### src/rtl/status_led.sv
// Status-to-LED sequencer: blue heartbeat while running, dimmed green on pass,
// and a sticky red blink code that serializes the debug word latched at failure.
//
// state        | meaning
// -------------+---------------------------------------------------------
// S_IDLE       | no status asserted, all LEDs dark
// S_RUN        | test in progress, blue square-wave heartbeat
// S_PASS       | test passed, green at PWM duty DIM
// S_FAIL_BIT   | one bit slot of the latched code, long/short red pulse
// S_FAIL_PAUSE | dark gap after bit 0 before the code repeats from bit 15
module status_led #(
  parameter int TICK_DIV = 48_000,
  parameter int HEART_MS = 250,
  parameter int SHORT_MS = 100,
  parameter int LONG_MS  = 400,
  parameter int SLOT_MS  = 600,
  parameter int PAUSE_MS = 2000,
  parameter int PWM_BITS = 8,
  parameter logic [PWM_BITS:0] DIM = (PWM_BITS+1)'(32)
) (
  input  logic        i_clk,
  input  logic        i_rst_n,
  input  logic        i_running,
  input  logic        i_passed,
  input  logic        i_error,
  input  logic [15:0] i_debug,
  output logic        o_led_r,
  output logic        o_led_g,
  output logic        o_led_b,
  output logic [15:0] o_code
);

  localparam int RUN_LEN  = 2 * HEART_MS;
  localparam int MAX_A    = (RUN_LEN > SLOT_MS) ? RUN_LEN : SLOT_MS;
  localparam int TICK_MAX = (MAX_A > PAUSE_MS) ? MAX_A : PAUSE_MS;
  localparam int PW       = (TICK_DIV > 1) ? $clog2(TICK_DIV) : 1;
  localparam int TW       = $clog2(TICK_MAX + 1);

  typedef enum logic [2:0] {
    S_IDLE,
    S_RUN,
    S_PASS,
    S_FAIL_BIT,
    S_FAIL_PAUSE
  } state_t;

  state_t                state;
  state_t                next_state;
  logic [PW-1:0]         presc;
  logic [TW-1:0]         tick_cnt;
  logic [3:0]            idx;
  logic [PWM_BITS-1:0]   pwm_cnt;
  logic                  tick;
  logic                  tick_last;
  logic                  in_fail;
  logic                  state_chg;
  logic                  capture;
  logic [TW-1:0]         on_len;

  assign tick      = (presc == PW'(TICK_DIV - 1));
  assign in_fail   = (state == S_FAIL_BIT) || (state == S_FAIL_PAUSE);
  assign state_chg = (next_state != state);
  assign capture   = !in_fail && (next_state == S_FAIL_BIT);
  assign on_len    = o_code[idx] ? TW'(LONG_MS) : TW'(SHORT_MS);

  // Terminal count of the tick counter depends on which pattern is playing.
  always_comb begin
    tick_last = 1'b1;
    case (state)
      S_RUN:        tick_last = (tick_cnt == TW'(RUN_LEN - 1));
      S_FAIL_BIT:   tick_last = (tick_cnt == TW'(SLOT_MS - 1));
      S_FAIL_PAUSE: tick_last = (tick_cnt == TW'(PAUSE_MS - 1));
      default:      tick_last = 1'b1;
    endcase
  end

  always_comb begin
    next_state = state;
    case (state)
      S_FAIL_BIT: begin
        if (tick && tick_last && (idx == 4'd0)) next_state = S_FAIL_PAUSE;
      end
      S_FAIL_PAUSE: begin
        if (tick && tick_last) next_state = S_FAIL_BIT;
      end
      default: begin
        if (i_error)        next_state = S_FAIL_BIT;
        else if (i_passed)  next_state = S_PASS;
        else if (i_running) next_state = S_RUN;
        else                next_state = S_IDLE;
      end
    endcase
  end

  always_ff @(posedge i_clk) begin
    if (!i_rst_n) begin
      state    <= S_IDLE;
      presc    <= '0;
      tick_cnt <= '0;
      idx      <= 4'd15;
      pwm_cnt  <= '0;
      o_code   <= '0;
      o_led_r  <= 1'b0;
      o_led_g  <= 1'b0;
      o_led_b  <= 1'b0;
    end else begin
      state   <= next_state;
      pwm_cnt <= pwm_cnt + PWM_BITS'(1);

      if (state_chg) begin
        presc    <= '0;
        tick_cnt <= '0;
      end else if (tick) begin
        presc    <= '0;
        tick_cnt <= tick_last ? '0 : tick_cnt + TW'(1);
      end else begin
        presc <= presc + PW'(1);
      end

      // The code is captured only on entry; later debug changes are ignored.
      if (capture) begin
        o_code <= i_debug;
        idx    <= 4'd15;
      end else if ((state == S_FAIL_PAUSE) && state_chg) begin
        idx <= 4'd15;
      end else if ((state == S_FAIL_BIT) && tick && tick_last && (idx != 4'd0)) begin
        idx <= idx - 4'd1;
      end

      o_led_r <= (state == S_FAIL_BIT) && (tick_cnt < on_len);
      o_led_g <= (state == S_PASS) && ({1'b0, pwm_cnt} < DIM);
      o_led_b <= (state == S_RUN) && (tick_cnt < TW'(HEART_MS));
    end
  end

endmodule

### config.mk
export PLATFORM = sky130hd
export DESIGN_NAME = status_led
export DESIGN_NICKNAME = d
export VERILOG_FILES = /design/src/rtl/status_led.sv
export SDC_FILE = /design/constraint.sdc
export NUM_CORES = 1
export LEC_CHECK = 0
export ABC_CLOCK_PERIOD_IN_PS = 5500
export CAP_MARGIN = 20
export CORE_MARGIN = 1.5
export CORE_UTILIZATION = 40
export DETAILED_ROUTE_END_ITERATION = 7
export PLACE_DENSITY = 0.7
export SYNTH_ARGS = -nofsm -noshare
export SYNTH_HDL_FRONTEND = slang
export SYNTH_SLANG_ARGS = --single-unit
### constraint.sdc
create_clock -name i_clk -period 5.5 [get_ports i_clk]
set_input_delay 0.55 -clock i_clk [delete_from_list [all_inputs] [get_ports i_clk]]
set_output_delay 0.55 -clock i_clk [all_outputs]
set_load 0.01 [all_outputs]
==> impl_metrics.sql, run 1 <==
INSERT INTO impl_metrics (metric_group, metric, value, unit) VALUES
('finish', 'stdcell_count', '498', ''),
('setup_path', 'worstPathMaxFanout', '8', ''),
('setup_path', 'timing.critical_path.from', 'idx[0]$_SDFFE_PP1P_', ''),
('power', 'comb_power_share', '8.8', '%'),
('synthesis', 'ys_seq_elements', '61', ''),
('clock_network', 'clock_sink_count', '61', ''),
('drt', 'drt-vias-per-instance', '5.29', ''),
('clock_network', 'clk_pin_slew', '0.07', 'ns'),
('clock_network', 'clock_tree_buffer_depth', '2', ''),
('die', 'start_util', '42.0', '%'),
('power', 'report.power.total', '0.999', 'mW'),
('setup_path', 'r2r_start', 'idx[0]$_SDFFE_PP1P_', ''),
('place', 'placedCellCount', '482', ''),
('power', 'power_leakage', '1.43', 'nW'),
('global_route', 'globalRoute.totalOverflow', '0', ''),
('timing', 'tightest_slew', '0.703', 'ns'),
('die', 'chipHeight', '90.9', 'um'),
('drt', 'drt.antenna.violating_nets', '0', ''),
('drt', 'detail_route.wl_per_cell', '13.7', 'um'),
('power', 'power_density', '267', 'mW/mm2'),
('place', 'dpl-instance-area', '0.00352', 'mm2'),
('place', 'detailed_place_hpwl', '4800', 'um'),
('synthesis', 'synth.distinct_cells', '50', ''),
('power', 'power.ir.vdd_worst', '0.145', 'mV'),
('finish', 'area_growth_syn_to_layout', '21.2', '%'),
('timing', 'largest_clock_skew_in_the_final_design', '0.00731', 'ns'),
('synthesis', 'cell_types_occupying_the_most_area_after_synthesis', 'sky130_fd_sc_hd__dfxtp_1 39%, sky130_fd_sc_hd__nand2_1 6.4%, sky130_fd_sc_hd__nor2_1 5.1%', ''),
('power', 'p_seq_share', '46.6', '%'),
('timing', 'report.final.setup_viol', '0', ''),
('place', 'gp_congestion', '0.787', ''),
('synthesis', 'synth_seq_area_share', '39.5', '%'),
('drt', 'initialDrtViolationCount', '163', ''),
('synthesis', 'synth_top_cell_area_share', '39.5', '%'),
('drt', 'finalWirelength', '6810', 'um'),
('clock_network', 'htreeDepth', '3', ''),
('finish', 'finish.net_count', '425', ''),
('timing', 'final-max-slew-violation-count', '0', ''),
('setup_path', 'r2r_slack', '2.58', 'ns'),
('place', 'port_buffers', '39', ''),
('die', 'dieArea', '0.00827', 'mm2'),
('timing', 'fin_crit', '2.92', 'ns'),
('synthesis', 'yosys_warnings', '0', ''),
('setup_path', 'cp_data_arrival_time', '3.20', 'ns'),
('clock_network', 'cts-buffers-inserted', '9', ''),
('setup_path', 'worst_setup_path_start_kind', 'flop', ''),
('setup_path', 'worst_ep_required_time', '5.79', 'ns'),
('timing', 'finalHoldWorstSlack', '0.439', 'ns'),
('synthesis', 'post-synth-top-area-cell', 'sky130_fd_sc_hd__dfxtp_1', ''),
('clock_network', 'post_cts.repair.setup_buffers', '0', ''),
('setup_path', 'reg2reg_depth', '7', ''),
('clock_network', 'cts-resized-gates', '0', ''),
('global_route', 'grt_usage', '17.4', '%'),
('drt', 'firstDrtPassIters', '4', ''),
('die', 'core-area', '0.00737', 'mm2'),
('synthesis', 'syn-num-nets', '391', ''),
('worst_hold_path', 'hold_class', 'reg -> reg', ''),
('timing', 'grt_setup_unrepaired', 'no', ''),
('clock_network', 'clock_latency', '0.34', 'ns'),
('drt', 'drc', '0', ''),
('setup_path', 'critPathCaptureType', 'flop', ''),
('synthesis', 'post_synth_inst_count', '360', ''),
('synthesis', 'syn_area', '0.00309', 'mm2'),
('timing', 'min_period_over_period', '53.0', '%'),
('global_route', 'grt_max_degree', '34', ''),
('timing', 'finalHoldViolCount', '0', ''),
('outcome', 'run_status', 'complete, no violations', ''),
('finish', 'drive_above_1_share', '6.27', '%'),
('power', 'swShare', '23.1', '%'),
('power', 'internal_power', '0.768', 'mW'),
('finish', 'design_area', '0.00375', 'mm2'),
('finish', 'layout_commonest_cell', 'sky130_fd_sc_hd__dfxtp_1', '');
## worst min-delay path by stage
stage	start	endpoint	slack (ns)
3_3_place_gp	pwm_cnt[0]$_SDFF_PN0_	pwm_cnt[0]$_SDFF_PN0_	0.43
4_1_cts	pwm_cnt[0]$_SDFF_PN0_	pwm_cnt[0]$_SDFF_PN0_	0.44
3_5_place_dp	pwm_cnt[0]$_SDFF_PN0_	pwm_cnt[0]$_SDFF_PN0_	0.43
2_1_floorplan	pwm_cnt[0]$_SDFF_PN0_	pwm_cnt[0]$_SDFF_PN0_	0.41
5_1_grt	pwm_cnt[0]$_SDFF_PN0_	pwm_cnt[0]$_SDFF_PN0_	0.47
6_report	pwm_cnt[0]$_SDFF_PN0_	pwm_cnt[0]$_SDFF_PN0_	0.44
## metrics by stage
step | util (%) | setup WS [ns]
floorplan | - | 2.85
global placement | 47.8 | 2.65
detailed placement | 47.8 | 2.60
CTS | 50.9 | 2.58
global route | 50.9 | 2.48
finish | 50.9 | 2.58
## routing by layer
layer | share of wire (%) | up-vias | global-route usage, %
met4 | 2.2 | 0 | 8.33
met2 | 44 | 72 | 26.4
met3 | 7.2 | 15 | 6.37
met5 | 0 | - | 0
met1 | 46 | 1241 | 21.9
li1 | - | 1308 | -
## cell usage after synthesis (all sizes together)
master   number
o211ai        5
nor4          2
nor2         42
nor2b         5
or3           4
a21o          2
inv          10
clkbuf       11
a31oi         3
o21a          2
or2           2
nand3b        1
nor3          5
ha           10
o21ai         4
o21bai        1
nand4        10
nor4bb        1
and2          8
and4b         1
mux2          1
o2111ai       1
a221oi        1
mux4          5
nor3b         3
xnor2        16
dfxtp        61
and4          2
nand3        22
a2111oi       1
a21boi       16
and3b         1
nand2b        1
buf           6
and3         12
a211oi        2
or3b          1
o31ai         1
nand2        53
nand4b        1
xor2         14
a21oi        10
## power by group through the flow
stage / Clock [mW] / Combinational (mW) / Sequential, mW
floorplan: 0 / 0.0448 / 0.474
global placement: 0 / 0.0866 / 0.475
detailed placement: 0 / 0.0877 / 0.476
CTS: 0.458 / 0.0883 / 0.465
global route: 0.476 / 0.0979 / 0.467
finish: 0.445 / 0.0882 / 0.465
## sequential cells by signal, summed over array words and instances (netlist names)
name,count
idx,4
presc,16
state,3
o_code,16
o_led_b,1
o_led_r,1
pwm_cnt,8
o_led_g,1
tick_cnt,11
## worst max-delay path, cell delays in order, from the launching register on
cell                        delay (ns)
sky130_fd_sc_hd__dfxtp_1          0.51
sky130_fd_sc_hd__mux4_1           0.59
sky130_fd_sc_hd__mux4_2           0.52
sky130_fd_sc_hd__ha_1             0.32
sky130_fd_sc_hd__a21o_1           0.19
sky130_fd_sc_hd__a21o_1           0.17
sky130_fd_sc_hd__a2111oi_0        0.39
sky130_fd_sc_hd__o21a_1           0.17
## cell type report
type | count | area [um2]
well taps | 99 | 124
clock inverters | 5 | 82.6
flip-flops and latches | 61 | 1220
multi-input cells | 272 | 1740
repair buffers | 40 | 398
fillers | 717 | 3620
inverters | 10 | 37.5
clock buffers | 11 | 141
## kinds of logic (layout without fill, tap and decap cells)
group                    count (synthesis)  in the layout  share of synthesized area (%)
AND/OR/NAND/NOR                        177            177                           28.4
XOR/XNOR                                30             30                           8.50
adder cells (fa/ha/maj)                 10             10                           4.05
flip-flops                              61             61                           39.5
multiplexers                             6              6                           4.37
buffers and inverters                   27             66                           4.13
AO/OA/AOI/OAI                           49             49                           11.1
Note: power is estimated with default switching activity, not from simulation.
==> inputs of run 2 (changes only) <==
ABC_CLOCK_PERIOD_IN_PS = 2400   (was 5500)
PLACE_DENSITY = 0.72   (was 0.7)
clock period = 2.4 ns   (was 5.5 ns; I/O delays follow)
==> run 2 against run 1 <==
Cell area rose by 7.4%. Critical endpoint unchanged. Register-to-register slack lost 2.7 ns. Largest cell class unchanged. Worst hold slack improved by 0.0041 ns. Clock power is 140% higher. Via count increased by 2.7%. Die area unchanged. The run now ends with setup timing left. Non-clock buffer count rose by 29. Setup slack got worse by 2.7 ns. Power up 140%.
==> impl_metrics.sql, run 2 (same netlist as run 1, synthesis figures left out) <==
INSERT INTO impl_metrics (metric_group, metric, value, unit) VALUES
('die', 'dieArea', '0.00827', 'mm2'),
('die', 'floorplan.die.width', '90.9', 'um'),
('power', 'power.ir.vdd_worst', '0.287', 'mV'),
('clock_network', 'cts_root_buffer', 'sky130_fd_sc_hd__clkbuf_8', ''),
('drt', 'drt.antenna.violating_nets', '0', ''),
('timing', 'grt_setup_unrepaired', 'yes', ''),
('power', 'internal_power', '1.82', 'mW'),
('finish', 'mostFrequentLayoutCells', '59 x sky130_fd_sc_hd__dfxtp_1, 53 x sky130_fd_sc_hd__nand2_1, 42 x sky130_fd_sc_hd__nor2_1', ''),
('place', 'detailed_place_hpwl', '4970', 'um'),
('die', 'start_util', '42.0', '%'),
('timing', 'finalHoldWorstSlack', '0.443', 'ns'),
('timing', 'report.final.setup_viol', '1', ''),
('global_route', 'global_route_wire_length_before_repair', '11900', 'um'),
('clock_network', 'clock_sink_count', '61', ''),
('finish', 'area_growth_syn_to_layout', '30.1', '%'),
('die', 'chipHeight', '90.9', 'um'),
('global_route', 'globalRoute.totalOverflow', '0', ''),
('timing', 'final-max-slew-violation-count', '0', ''),
('setup_path', 'r2r_slack', '-0.13', 'ns'),
('setup_path', 'worstPathMaxFanout', '5', ''),
('place', 'dpl-instance-area', '0.00377', 'mm2'),
('setup_path', 'critPathCaptureType', 'flop', ''),
('setup_path', 'cp_data_arrival_time', '2.82', 'ns'),
('timing', 'maxClockFrequency', '0.396', 'GHz'),
('drt', 'initialDrtViolationCount', '128', ''),
('place', 'port_buffers', '39', ''),
('die', 'core-area', '0.00737', 'mm2'),
('setup_path', 'worst_ep_required_time', '2.69', 'ns'),
('finish', 'nFillCells', '672', ''),
('place', 'gp_congestion', '0.903', ''),
('place', 'post-place-ws', '-0.176', 'ns'),
('timing', 'min_period_over_period', '105', '%'),
('timing', 'accumulated_negative_setup_slack', '-0.128', 'ns'),
('drt', 'detail_route.wl_per_cell', '13.1', 'um'),
('global_route', 'grt_pass1_vias', '2589', ''),
('finish', 'ff_latch_area', '0.00123', 'mm2'),
('timing', 'largest_clock_skew_in_the_final_design', '0.00842', 'ns'),
('global_route', 'number_of_antenna_violations_at_the_first_check_in_global_routing', '0', ''),
('clock_network', 'clock_latency', '0.34', 'ns'),
('flow_run', 'reported_max_cap_violation_count', '0', ''),
('power', 'power_density', '588', 'mW/mm2'),
('worst_hold_path', 'hold_class', 'in -> reg', ''),
('drt', 'drt-vias-per-instance', '5.14', ''),
('finish', 'drive_above_1_share', '14.5', '%'),
('power', 'power_leakage', '1.57', 'nW'),
('finish', 'layout_commonest_cell', 'sky130_fd_sc_hd__dfxtp_1', ''),
('clock_network', 'clk_pin_slew', '0.07', 'ns'),
('setup_path', 'timing.critical_path.cells', 'mux4_2 -> mux4_2 -> ha_1 -> a21o_1 -> a21o_1 -> a2111oi_2 -> o21a_1', ''),
('timing', 'slew_headroom', '62.0', '%'),
('outcome', 'failed_checks', 'setup timing', ''),
('die', 'row_count', '31', ''),
('drt', 'firstDrtPassIters', '4', ''),
('drt', 'drc', '0', ''),
('clock_network', 'cts_hold_repair.buffers', '0', ''),
('finish', 'finish.net_count', '454', ''),
('drt', 'finalWirelength', '6920', 'um'),
('timing', 'finalHoldViolCount', '0', ''),
('setup_path', 'worst_setup_path_start_kind', 'flop', ''),
('global_route', 'grt_usage', '17.9', '%'),
('clock_network', 'tritoncts', 'built', ''),
('timing', 'fin_crit', '2.53', 'ns'),
('global_route', 'grt_max_degree', '34', ''),
('clock_network', 'post_cts.repair.setup_buffers', '0', ''),
('setup_path', 'worst-setup-path-type', 'reg -> reg', ''),
('clock_network', 'htreeDepth', '3', ''),
('finish', 'multiInputGateArea', '0.00178', 'mm2'),
('setup_path', 'crit_path_top_delay_cell', 'sky130_fd_sc_hd__mux4_2', ''),
('drt', 'num_vias', '2707', ''),
('timing', 'tightest_slew', '0.570', 'ns'),
('power', 'swShare', '23.2', '%'),
('worst_hold_path', 'hold_path_depth', '3', ''),
('power', 'comb_power_share', '10.5', '%'),
('die', 'io-pin-count', '40', ''),
('power', 'p_seq_share', '44.9', '%'),
('finish', 'reg_top3', 'o_code x16, presc x16, tick_cnt x11', ''),
('power', 'power.net_switching', '0.549', 'mW'),
('finish', 'design_area', '0.00403', 'mm2'),
('outcome', 'run_status', 'finished with violations', ''),
('power', 'clock_power_share', '44.6', '%'),
('setup_path', 'critPathMaxStageDelay', '0.56', 'ns'),
('clock_network', 'cts-buffers-inserted', '9', ''),
('timing', 'layout_setup_ws', '-0.128', 'ns'),
('setup_path', 'reg2reg_depth', '7', ''),
('clock_network', 'clock_tree_buffer_depth', '2', ''),
('finish', 'n_antenna_cell', '0', '');
[run 2: worst paths after layout]
kind	startpoint	end
setup / recovery	idx[0]$_SDFFE_PP1P_	o_led_r$_SDFF_PN0_
hold / removal	i_debug[11]	o_code[11]$_SDFFE_PN0P_
setup reg to reg	idx[0]$_SDFFE_PP1P_	o_led_r$_SDFF_PN0_
hold reg to reg	pwm_cnt[0]$_SDFF_PN0_	pwm_cnt[0]$_SDFF_PN0_
[run 2: layout make-up]
cell class                 count  share of cell area (%)
sequential                    61                    30.5
clock inverter                 5                    2.05
multi-input combinational    272                    44.1
tap                           99                    3.08
inverter                      10                   0.933
timing repair buffer          69                    15.6
clock buffer                  11                    3.76
[run 2: power groups by stage]
| stage | combinational (mW) | clock (mW) | sequential (mW) |
|---|---|---|---|
| after floorplan | 0.105 | 0 | 1.09 |
| after global placement | 0.243 | 0 | 1.08 |
| after detailed placement | 0.245 | 0 | 1.08 |
| after CTS | 0.247 | 1.08 | 1.06 |
| after global routing | 0.271 | 1.12 | 1.07 |
| final | 0.248 | 1.05 | 1.06 |
[run 2: stage by stage]
stage	total power [mW]	cells	utilization, %
after floorplan	1.19	360	-
after global placement	1.32	511	51.1
after detailed placement	1.33	511	51.1
after CTS	2.38	527	54.3
after global routing	2.46	527	54.6
final	2.37	527	54.6
[run 2: per-layer routing]
layer / part of all wire [%] / GRT usage (%)
met1: 48 / 22.5
met2: 47 / 29.5
met5: 0 / 0
met3: 4.5 / 5.11
met4: 1.1 / 5.60
[run 2: what timing repair did]
item	CTS	global route
setup endpoints to repair	1	12
pin swaps	1	0
gates resized for setup	1	4
[run 2: critical path: cells and delay by family, from the launching register on]
family | cells | cell delay [ns]
compound gates | 4 | 0.80
fa+ha+maj | 1 | 0.22
flops | 1 | 0.39
mux | 2 | 1.06
